--- config.mk ---
export PLATFORM = sky130hd
export DESIGN_NAME = cdc_fifo_rd_unpack_flat
export DESIGN_NICKNAME = d
export VERILOG_FILES = /design/src/rtl/cdc_pkg.sv /design/src/rtl/cdc_fifo_rd_unpack_if.sv /design/src/rtl/cdc_rd_stats.sv /design/src/rtl/cdc_fifo_rd_unpack.sv /design/src/flat_wrapper.sv
export SDC_FILE = /design/constraint.sdc
export NUM_CORES = 1
export LEC_CHECK = 0
export CAP_MARGIN = 10
export CORE_AREA = 2 2 76 78
export DETAILED_ROUTE_END_ITERATION = 7
export DIE_AREA = 0 0 78 80
export GPL_TIMING_DRIVEN = 0
export PLACE_DENSITY = 0.56
export SYNTH_ARGS = -nofsm -noshare
export SYNTH_HDL_FRONTEND = slang
export SYNTH_SLANG_ARGS = --single-unit
--- constraint.sdc ---
create_clock -name clk_rd -period 4.1 [get_ports clk_rd]
set_clock_uncertainty 0.1 [all_clocks]
set_input_delay 0.82 -clock clk_rd [delete_from_list [all_inputs] [get_ports clk_rd]]
set_output_delay 0.82 -clock clk_rd [all_outputs]
set_load 0.02 [all_outputs]
--- src/rtl/cdc_pkg.sv ---
// Shared constants and helpers for the CDC FIFO read-side blocks.
package cdc_pkg;

  localparam int unsigned CDC_STAT_W = 32;

  function automatic logic [CDC_STAT_W-1:0] cdc_sat_inc(input logic [CDC_STAT_W-1:0] cnt);
    if (&cnt) begin
      return cnt;
    end else begin
      return cnt + {{(CDC_STAT_W-1){1'b0}}, 1'b1};
    end
  endfunction

endpackage

--- src/rtl/cdc_fifo_rd_unpack_if.sv ---
// FIFO read port plus outgoing beat stream of the read-side unpacker.
interface cdc_fifo_rd_unpack_if #(
  parameter int WIDTH_OUT = 8,
  parameter int RATIO     = 4
);
  localparam int WIDTH_IN = WIDTH_OUT * RATIO;

  logic                 fifo_rd_en_o;
  logic [WIDTH_IN-1:0]  fifo_rd_data_i;
  logic                 fifo_empty_i;
  logic                 m_valid_o;
  logic                 m_ready_i;
  logic [WIDTH_OUT-1:0] m_data_o;
  logic                 m_last_o;

  modport master (
    output fifo_rd_en_o, m_valid_o, m_data_o, m_last_o,
    input  fifo_rd_data_i, fifo_empty_i, m_ready_i
  );

  modport slave (
    input  fifo_rd_en_o, m_valid_o, m_data_o, m_last_o,
    output fifo_rd_data_i, fifo_empty_i, m_ready_i
  );
endinterface

--- src/rtl/cdc_rd_stats.sv ---
// Saturating popped-word and starved-cycle counters for the read unpacker.
// Present only when CDC_RD_STATS_EN is defined.
`ifdef CDC_RD_STATS_EN
module cdc_rd_stats
  import cdc_pkg::*;
(
  input  logic                  clk_rd,
  input  logic                  rst_rd,
  input  logic                  pop_i,
  input  logic                  starve_i,
  output logic [CDC_STAT_W-1:0] stat_words_o,
  output logic [CDC_STAT_W-1:0] stat_starve_o
);

  // Counter registers, cleared by the read-domain reset.
  always_ff @(posedge clk_rd) begin
    if (rst_rd) begin
      stat_words_o  <= {CDC_STAT_W{1'b0}};
      stat_starve_o <= {CDC_STAT_W{1'b0}};
    end else begin
      if (pop_i) begin
        stat_words_o <= cdc_sat_inc(stat_words_o);
      end else begin
        stat_words_o <= stat_words_o;
      end
      if (starve_i) begin
        stat_starve_o <= cdc_sat_inc(stat_starve_o);
      end else begin
        stat_starve_o <= stat_starve_o;
      end
    end
  end

endmodule
`endif

--- src/rtl/cdc_fifo_rd_unpack.sv ---
// Read-domain consumer of the async CDC FIFO: pops wide words and serialises them into beats.
// Optional statistics counters are enabled with CDC_RD_STATS_EN.
module cdc_fifo_rd_unpack
  import cdc_pkg::*;
#(
  parameter int WIDTH_OUT = 8,
  parameter int RATIO     = 4,
  parameter bit MSB_FIRST = 1'b0
) (
  input  logic                  clk_rd,
  input  logic                  rst_rd,
  cdc_fifo_rd_unpack_if.master  bus
`ifdef CDC_RD_STATS_EN
  ,
  output logic [CDC_STAT_W-1:0] stat_words_o,
  output logic [CDC_STAT_W-1:0] stat_starve_o
`endif
);

  localparam int WIDTH_IN = WIDTH_OUT * RATIO;
  localparam int BEAT_W   = (RATIO > 1) ? $clog2(RATIO) : 1;
  localparam logic [BEAT_W-1:0] BEAT_LAST = BEAT_W'(RATIO - 1);

  if (RATIO < 1) begin : g_bad_ratio
    $error("cdc_fifo_rd_unpack: RATIO must be >= 1");
  end

  logic [WIDTH_IN-1:0]  word_r;
  logic                 word_vld_r;
  logic [BEAT_W-1:0]    beat_r;
  logic                 accept_s;
  logic                 final_s;
  logic                 pop_s;
  logic [BEAT_W-1:0]    slice_s;
  logic [WIDTH_OUT-1:0] m_data_s;

  assign accept_s = word_vld_r & bus.m_ready_i;
  assign final_s  = (beat_r == BEAT_LAST);
  // Pop refills the holding word on the very cycle its last beat leaves, so the stream stays bubble-free.
  assign pop_s    = ~rst_rd & ~bus.fifo_empty_i & (~word_vld_r | (accept_s & final_s));

  // Word-valid flag and beat index.
  always_ff @(posedge clk_rd) begin
    if (rst_rd) begin
      word_vld_r <= 1'b0;
      beat_r     <= {BEAT_W{1'b0}};
    end else if (pop_s) begin
      word_vld_r <= 1'b1;
      beat_r     <= {BEAT_W{1'b0}};
    end else if (accept_s & final_s) begin
      word_vld_r <= 1'b0;
      beat_r     <= beat_r;
    end else if (accept_s) begin
      word_vld_r <= word_vld_r;
      beat_r     <= beat_r + {{(BEAT_W-1){1'b0}}, 1'b1};
    end else begin
      word_vld_r <= word_vld_r;
      beat_r     <= beat_r;
    end
  end

  // Holding register for the word being serialised; needs no reset since word_vld_r qualifies it.
  always_ff @(posedge clk_rd) begin
    if (pop_s) begin
      word_r <= bus.fifo_rd_data_i;
    end else begin
      word_r <= word_r;
    end
  end

  // Beat-to-slice mapping for the configured beat order.
  always_comb begin
    slice_s = beat_r;
    if (MSB_FIRST) begin
      slice_s = BEAT_LAST - beat_r;
    end else begin
      slice_s = beat_r;
    end
  end

  // Slice extraction from the holding register.
  always_comb begin
    m_data_s = WIDTH_OUT'(word_r >> (int'(slice_s) * WIDTH_OUT));
  end

  assign bus.fifo_rd_en_o = pop_s;
  assign bus.m_valid_o    = word_vld_r;
  assign bus.m_data_o     = m_data_s;
  assign bus.m_last_o     = word_vld_r & final_s;

`ifdef CDC_RD_STATS_EN
  cdc_rd_stats u_stats (
    .clk_rd        (clk_rd),
    .rst_rd        (rst_rd),
    .pop_i         (pop_s),
    .starve_i      (bus.m_ready_i & ~word_vld_r),
    .stat_words_o  (stat_words_o),
    .stat_starve_o (stat_starve_o)
  );
`endif

endmodule

--- src/flat_wrapper.sv ---
// flat-port wrapper written by rule: the top's interface ports become plain ports
module cdc_fifo_rd_unpack_flat import cdc_pkg::*;
#(
  parameter int WIDTH_OUT = 8,
  parameter int RATIO     = 4,
  parameter bit MSB_FIRST = 1'b0
)
  (clk_rd, rst_rd, bus_fifo_rd_en_o, bus_m_valid_o, bus_m_data_o, bus_m_last_o, bus_fifo_rd_data_i, bus_fifo_empty_i, bus_m_ready_i);
  cdc_fifo_rd_unpack_if #(.WIDTH_OUT(WIDTH_OUT), .RATIO(RATIO)) bus_i ();
  input  logic clk_rd;
  input  logic rst_rd;
  output wire logic [$bits(bus_i.fifo_rd_en_o)-1:0] bus_fifo_rd_en_o;
  output wire logic [$bits(bus_i.m_valid_o)-1:0] bus_m_valid_o;
  output wire logic [$bits(bus_i.m_data_o)-1:0] bus_m_data_o;
  output wire logic [$bits(bus_i.m_last_o)-1:0] bus_m_last_o;
  input wire logic [$bits(bus_i.fifo_rd_data_i)-1:0] bus_fifo_rd_data_i;
  input wire logic [$bits(bus_i.fifo_empty_i)-1:0] bus_fifo_empty_i;
  input wire logic [$bits(bus_i.m_ready_i)-1:0] bus_m_ready_i;
  assign bus_fifo_rd_en_o = bus_i.fifo_rd_en_o;
  assign bus_m_valid_o = bus_i.m_valid_o;
  assign bus_m_data_o = bus_i.m_data_o;
  assign bus_m_last_o = bus_i.m_last_o;
  assign bus_i.fifo_rd_data_i = bus_fifo_rd_data_i;
  assign bus_i.fifo_empty_i = bus_fifo_empty_i;
  assign bus_i.m_ready_i = bus_m_ready_i;
  cdc_fifo_rd_unpack #(.WIDTH_OUT(WIDTH_OUT), .RATIO(RATIO), .MSB_FIRST(MSB_FIRST)) u_core (.clk_rd(clk_rd), .rst_rd(rst_rd), .bus(bus_i));
endmodule
==> run_results.csv, run 1 <==
group,metric,value,unit
synthesis,synth-simple-area-share,3.276,%
drt,drtIter0Drc,20,
critical_path,crit_arrival,2620,ps
synthesis,synth_top_family_by_area,"multiplexers",
place,dp_cells,176,
drt,routed_via_density,3.919,
clock_tree,cts_root_buf,"clkbuf_8",
critical_path,crit_family,"buffers and inverters",
timing,relSlewSlack,64.26,%
min_path,hp-start,"u_core.beat_r[1]",
critical_path,cpMostUsedCell,"clkdlybuf4s50_1",
timing,finalHoldViolations,0,
final_layout,drive_gt1_share,17.70,%
drt,drt-total-wl,2487,µm
grt,grt_max_degree,18,
place,dpl.hpwl,1805,µm
place,io_buffers,46,
power,vdd_ir_drop_max,0.1844,mV
synthesis,ys_seq_elements,35,
timing,max_freq,0.2824,GHz
critical_path,path_class,"input pin to output port",
clock_tree,clk_path_buf_depth,2,
synthesis,synthAdderAreaFrac,0.9634,%
min_path,hold_depth,3,
clock_tree,htreeDepth,2,
critical_path,rrSetupSlack,2310,ps
drt,routedWlPerCell,13.44,µm
grt,grt_pass1_vias,846,
final_layout,instances_no_fill,185,
run_status,outcome,"finished, final reports clean",
clock_tree,worstSkewPairLatency,280,ps
power,leakagePower,0.6515,nW
critical_path,crit_path_max_incr_delay,610,ps
floorplanning,io_pins,47,
critical_path,crit_required,3180,ps
synthesis,yosys_warnings,0,
critical_path,cp_cell_sequence,"clkdlybuf4s50_1 -> a21boi_0 -> nor3_4 -> buf_16 -> clkdlybuf4s50_1",
timing,finalWorstSetupSlack,558.7,ps
floorplanning,die_height,80,µm
synthesis,synthTopCellsByCount,"32 x edfxtp_1, 8 x mux4_2, 3 x dfxtp_1, 3 x nor3_1, 2 x nor2_1",
synthesis,avgSynthCellArea,22.79,µm²
floorplanning,core_area,5405,µm²
synthesis,ys_async_sr_fraction,0,%
final_layout,finalNetCount,149,
drt,post-route-drc-count,0,
timing,grt_setup_unrepaired,"no",
drt,antenna_left,0,
min_path,hold_path.class,"register to register",
final_layout,area_growth,52.50,%
critical_path,cp_max_fo,17,
grt,grt_first_pass_wirelength,4098,µm
synthesis,post-synth-top-count-cell,"edfxtp_1",
timing,fin_crit_sh,86.37,%
final_layout,utilization,36.64,%
synthesis,synth.largest_area_cell,"edfxtp_1",
synthesis,ys_top_cells_by_area,"edfxtp_1 74%, mux4_2 14%, dfxtp_1 4.6%, nor3_1 1.2%, ha_1 0.96%",
timing,worst_slew_pin_slew,531.3,ps
grt,grt_antenna_before_repair,0,
clock_tree,cts_buffers,5,
floorplanning,die_w,78,µm
grt,gr-total-overflow,0,
min_path,whs_endpoint,"u_core.beat_r[1]",
critical_path,r2r_cells,4,
critical_path,worst-path-buf-inv,3,
synthesis,synth_top_area_share,73.99,%
drt,drt-pass1-iter-count,3,
final_layout,stdcell_area,1981,µm²
critical_path,rr_startpoint,"u_core.beat_r[0]",
critical_path,setup.worst_path.end_class,"output port",
drt,route.vias.total,725,
floorplanning,floorplan.initialDensity,24.03,%
synthesis,syn_area,1299,µm²
timing,drv_slew,0,
critical_path,critPathSlowestCell,"clkdlybuf4s50_1",
synthesis,synth_flop_cell,"edfxtp_1",
synthesis,yosysSeqAreaShare,78.61,%
critical_path,rr_endpoint,"u_core.word_r[0]",
clock_tree,cts_tree,"done",
synthesis,synth-edff-count,32,
synthesis,syn_inst,57,
place,gp_congestion,0.6820,
synthesis,synth_cell_types,14,
timing,min_period,3541,ps
clock_tree,cts.clk_slew.worst_paths,70,ps
power,power_density,369.7,nW/µm²
clock_tree,numClockSinks,35,
final_layout,diodes,0,
grt,track_usage,9.049,%
place,placed_area,1888,µm²
floorplanning,rows,27,
flow_run,drv_cap,0,
critical_path,start_kind,"input pin",
timing,hold_ws,609.7,ps
synthesis,synth_xor_area_share,0.6744,%
floorplanning,dieArea,6240,µm²
synthesis,syn_nets,94,
timing,setup_viol_count_final,0,
place,dp_slack,66.89,ps
synthesis,synth-compound-area-share,0.5780,%
synthesis,synthMuxAreaShare,14.64,%
layout make-up:
cell class | instances | area [µm²]
repair buffers | 48 | 495.5
plain buffers | 2 | 16.27
multi-input cells | 20 | 272.8
clock inverters | 2 | 12.51
clock buffers | 6 | 72.57
fillers | 538 | 3425
flip-flops and latches | 35 | 1021
well taps | 72 | 90.09
power breakdown:
| part | switching (mW) | leakage, nW | internal [mW] |
|---|---|---|---|
| sequential | 0.00353 | 0.321 | 0.405 |
| combinational | 0.0299 | 0.290 | 0.0531 |
| clock | 0.122 | 0.0412 | 0.119 |
kinds of logic (layout without fill, tap and decap cells):
logic type,after synthesis,in the layout
DFF,35,35
muxes,9,9
and+or+nand+nor,8,8
buffers and inverters,2,58
adders and majority gates,1,1
AOI/OAI and AO/OA,1,1
xor gates and xnor gates,1,1
placed cells by master (no fill, tap or decap):
cell type	n
clkdlybuf4s50_1	46
edfxtp_1	32
mux4_2	8
clkbuf_8	5
dfxtp_1	3
nor2_1	2
nor3_1	2
a21boi_0	1
nor3_4	1
buf_6	1
clkbuf_2	1
and2_1	1
nand3b_1	1
xor2_1	1
mux2i_1	1
nor2b_1	1
ha_1	1
clkinvlp_4	1
clkbuf_1	1
clkinv_2	1
buf_16	1
buf_4	1
per-stage QoR:
step	TNS, ps	power (mW)
6_report	0	0.7323
5_1_grt	0	0.7677
4_1_cts	0	0.7429
3_5_place_dp	0	0.5001
3_3_place_gp	-908.6	0.4939
2_1_floorplan	0	0.4444
what timing repair did:
action | in CTS | in global routing
setup endpoints to repair | 0 | 1
setup buffers | 0 | 1
hold buffers | 0 | 0
gates resized for setup | 0 | 0
state kept, by name (all words and copies together), names as in the netlist:
register,flops
u_core.beat_r,2
u_core.word_r,32
u_core.bus.m_valid_o,1
worst max-delay path by stage:
stage,start,endpoint,slack [ps],depth (start not counted)
after floorplan,bus_m_ready_i,bus_fifo_rd_en_o,730,2
after global placement,bus_m_ready_i,bus_fifo_rd_en_o,-910,4
after detailed placement,bus_m_ready_i,bus_fifo_rd_en_o,70,5
after CTS,bus_m_ready_i,bus_fifo_rd_en_o,50,5
after global routing,bus_m_ready_i,bus_fifo_rd_en_o,460,5
final,bus_m_ready_i,bus_fifo_rd_en_o,560,5
routing by layer:
| metal | track usage, % | vias up | wire length, µm |
|---|---|---|---|
| met2 | 15.26 | 39 | 1257 |
| met5 | 0 | - | 0 |
| li1 | - | 342 | - |
| met3 | 4.299 | 3 | 197 |
| met4 | 3.158 | 0 | 17 |
| met1 | 10.03 | 341 | 1015 |
tightest hold or removal path, stage by stage (launching register included):
cell	delay [ps]
dfxtp_1	340
ha_1	130
mux2i_1	60
nor3_1	140
Note: power is estimated with default switching activity, not from simulation.
==> inputs of run 2 (changes only) <==
--- a/config.mk
+++ b/config.mk
@@ -10,7 +10,8 @@
 export DETAILED_ROUTE_END_ITERATION = 7
 export DIE_AREA = 0 0 78 80
 export GPL_TIMING_DRIVEN = 0
-export PLACE_DENSITY = 0.56
+export MAX_ROUTING_LAYER = met4
+export PLACE_DENSITY = 0.54
 export SYNTH_ARGS = -nofsm -noshare
 export SYNTH_HDL_FRONTEND = slang
 export SYNTH_SLANG_ARGS = --single-unit
==> constraint.sdc (replaced) <==
create_clock -name clk_rd -period 4 [get_ports clk_rd]
set_clock_uncertainty 0.1 [all_clocks]
set_input_delay 0.8 -clock clk_rd [delete_from_list [all_inputs] [get_ports clk_rd]]
set_output_delay 0.8 -clock clk_rd [all_outputs]
set_load 0.02 [all_outputs]
==> run 2 against run 1 <==
Die area stayed put; register-to-register slack got worse by 300 ps; largest cell class unchanged; worst hold slack better by 13 ps.
==> run_results.csv, run 2 (same netlist as run 1, synthesis figures left out) <==
group,metric,value,unit
floorplanning,dieArea,6240,µm²
critical_path,setup.worst_path.end_class,"output port",
final_layout,finalNetCount,148,
floorplanning,core_area,5405,µm²
final_layout,final_common_cell,"clkdlybuf4s50_1",
critical_path,path_class,"input pin to output port",
final_layout,ff_latch_area,1021,µm²
place,io_buffers,46,
timing,finalHoldViolations,0,
critical_path,crit_required,3100,ps
power,switchingPower,0.1628,mW
power,pwr-share-seq,55.6,%
critical_path,crit_path_max_incr_delay,620,ps
clock_tree,clk_path_buf_depth,2,
critical_path,start_kind,"input pin",
drt,routedWlPerCell,13.58,µm
final_layout,diodes,0,
clock_tree,ctsResizeCount,0,
critical_path,rr_endpoint,"u_core.word_r[25]",
flow_run,drv_cap,0,
place,dp_cells,176,
critical_path,critPathSlowestCell,"clkdlybuf4s50_1",
critical_path,cpMostUsedCell,"clkdlybuf4s50_1",
drt,post-route-drc-count,0,
final_layout,instances_no_fill,184,
min_path,hold_path.class,"register to register",
final_layout,multiInputGateArea,272.8,µm²
timing,worst_slew_pin_slew,734.9,ps
power,leakagePower,0.6455,nW
power,p_clk_share,33.2,%
critical_path,cp_cell_sequence,"clkdlybuf4s50_1 -> a21boi_0 -> nor3_4 -> buf_16 -> clkdlybuf4s50_1",
floorplanning,floorplan.initialDensity,24.03,%
power,power.total,0.7527,mW
clock_tree,cts_hold_buf,0,
clock_tree,worstSkewPairLatency,280,ps
clock_tree,cts.clk_slew.worst_paths,70,ps
place,dpl.hpwl,1842,µm
drt,antenna_left,0,
final_layout,largest_register,"u_core.word_r",
clock_tree,htreeDepth,2,
drt,drtIter0Drc,34,
critical_path,crit_start,"bus_m_ready_i",
timing,fin_crit_sh,95.92,%
final_layout,area_growth,52.22,%
power,swShare,21.63,%
timing,relSlewSlack,50.85,%
drt,dr.max_layer_used,"met4",
place,gp_congestion,0.6372,
power,p_comb_share,11.2,%
clock_tree,cts_buffers,5,
run_status,outcome,"finished, final reports clean",
floorplanning,die_w,78,µm
grt,grt_first_pass_wirelength,3995,µm
final_layout,layout_common_cells,"46 x clkdlybuf4s50_1, 32 x edfxtp_1, 8 x mux4_2",
drt,drt-total-wl,2498,µm
critical_path,r2r_cells,4,
drt,met3WireLength,203,µm
grt,grt_antenna_before_repair,0,
timing,setup_viol_count_final,0,
drt,routed_via_density,3.957,
floorplanning,rows,27,
grt,grt_pass1_vias,819,
power,vdd_ir_drop_max,0.1816,mV
clock_tree,cts_root_buf,"clkbuf_8",
timing,hold_ws,622.4,ps
drt,met2_length,1330,µm
clock_tree,cts_setup_buffers,0,
timing,grt_setup_unrepaired,"no",
drt,drt-pass1-iter-count,2,
timing,drv_slew,0,
power,p_int,0.5899,mW
final_layout,largest_reg_flops,32,
critical_path,crit_path_end,"bus_fifo_rd_en_o",
floorplanning,io_pins,47,
final_layout,nFillCells,526,
critical_path,crit_arrival,2940,ps
grt,track_usage,9.257,%
power,power_density,380.8,nW/µm²
drt,route.vias.total,728,
timing,setup_tns,0,ps
floorplanning,die_height,80,µm
timing,min_period,3837,ps
timing,max_freq,0.2606,GHz
grt,grt_max_degree,22,
critical_path,rrSetupSlack,2010,ps
clock_tree,cts_tree,"done",
timing,finalWorstSetupSlack,163.1,ps
critical_path,cp_max_fo,21,
place,dp_slack,137.1,ps
grt,gr-total-overflow,0,
drt,wl_met1,940,µm
critical_path,rr_startpoint,"u_core.beat_r[0]",
final_layout,drive_gt1_share,17.86,%
clock_tree,numClockSinks,35,
[run 2: stage by stage]
step	cell area (µm²)	utilization (%)
after floorplan	1304	-
after global placement	1854	34.31
after detailed placement	1888	34.93
after CTS	1977	36.57
after global routing	1977	36.57
final	1977	36.57
[run 2: power groups by stage]
stage               logic (mW)  clock network, mW  registers (mW)
finish                  0.0842              0.250           0.419
global route            0.0908              0.280           0.420
CTS                     0.0862              0.259           0.419
detailed placement      0.0858                  0           0.427
global placement        0.0798                  0           0.427
floorplan               0.0283                  0           0.427
[run 2: final cells by class]
type / instances / area share [%]
clock buffers: 5 / 3.481
repair buffers: 47 / 24.68
multi-input cells: 20 / 13.80
flip-flops and latches: 35 / 51.65
clock inverters: 3 / 1.013
well taps: 72 / 4.557
plain buffers: 2 / 0.8228
[run 2: worst min path at each step]
stage | start | depth (start not counted) | end
finish | u_core.beat_r[1] | 3 | u_core.beat_r[1]
CTS | u_core.beat_r[1] | 3 | u_core.beat_r[1]
global placement | u_core.beat_r[1] | 3 | u_core.beat_r[1]
detailed placement | u_core.beat_r[1] | 3 | u_core.beat_r[1]
global route | u_core.bus.m_valid_o | 3 | u_core.beat_r[0]
floorplan | u_core.beat_r[1] | 3 | u_core.beat_r[1]
[run 2: routing by layer]
metal | up-vias | GRT usage, %
met5 | - | -
met4 | 0 | 4.211
met3 | 4 | 3.620
met2 | 38 | 15.43
met1 | 345 | 9.761
li1 | 341 | -
[run 2: worst max-delay path: cells and delay by family]
kind                   cells  cell delay, ps
buffers and inverters      3            1330
and+or+nand+nor            1             610
AOI/OAI and AO/OA          1             180
==> inputs of run 3 (changes only) <==
--- a/config.mk
+++ b/config.mk
@@ -5,6 +5,7 @@
 export SDC_FILE = /design/constraint.sdc
 export NUM_CORES = 1
 export LEC_CHECK = 0
+export ABC_CLOCK_PERIOD_IN_PS = 4000
 export CAP_MARGIN = 10
 export CORE_AREA = 2 2 76 78
 export DETAILED_ROUTE_END_ITERATION = 7
==> results of run 3 <==
Same layout as run 2: the final DEF is identical, and so are final timing and power.
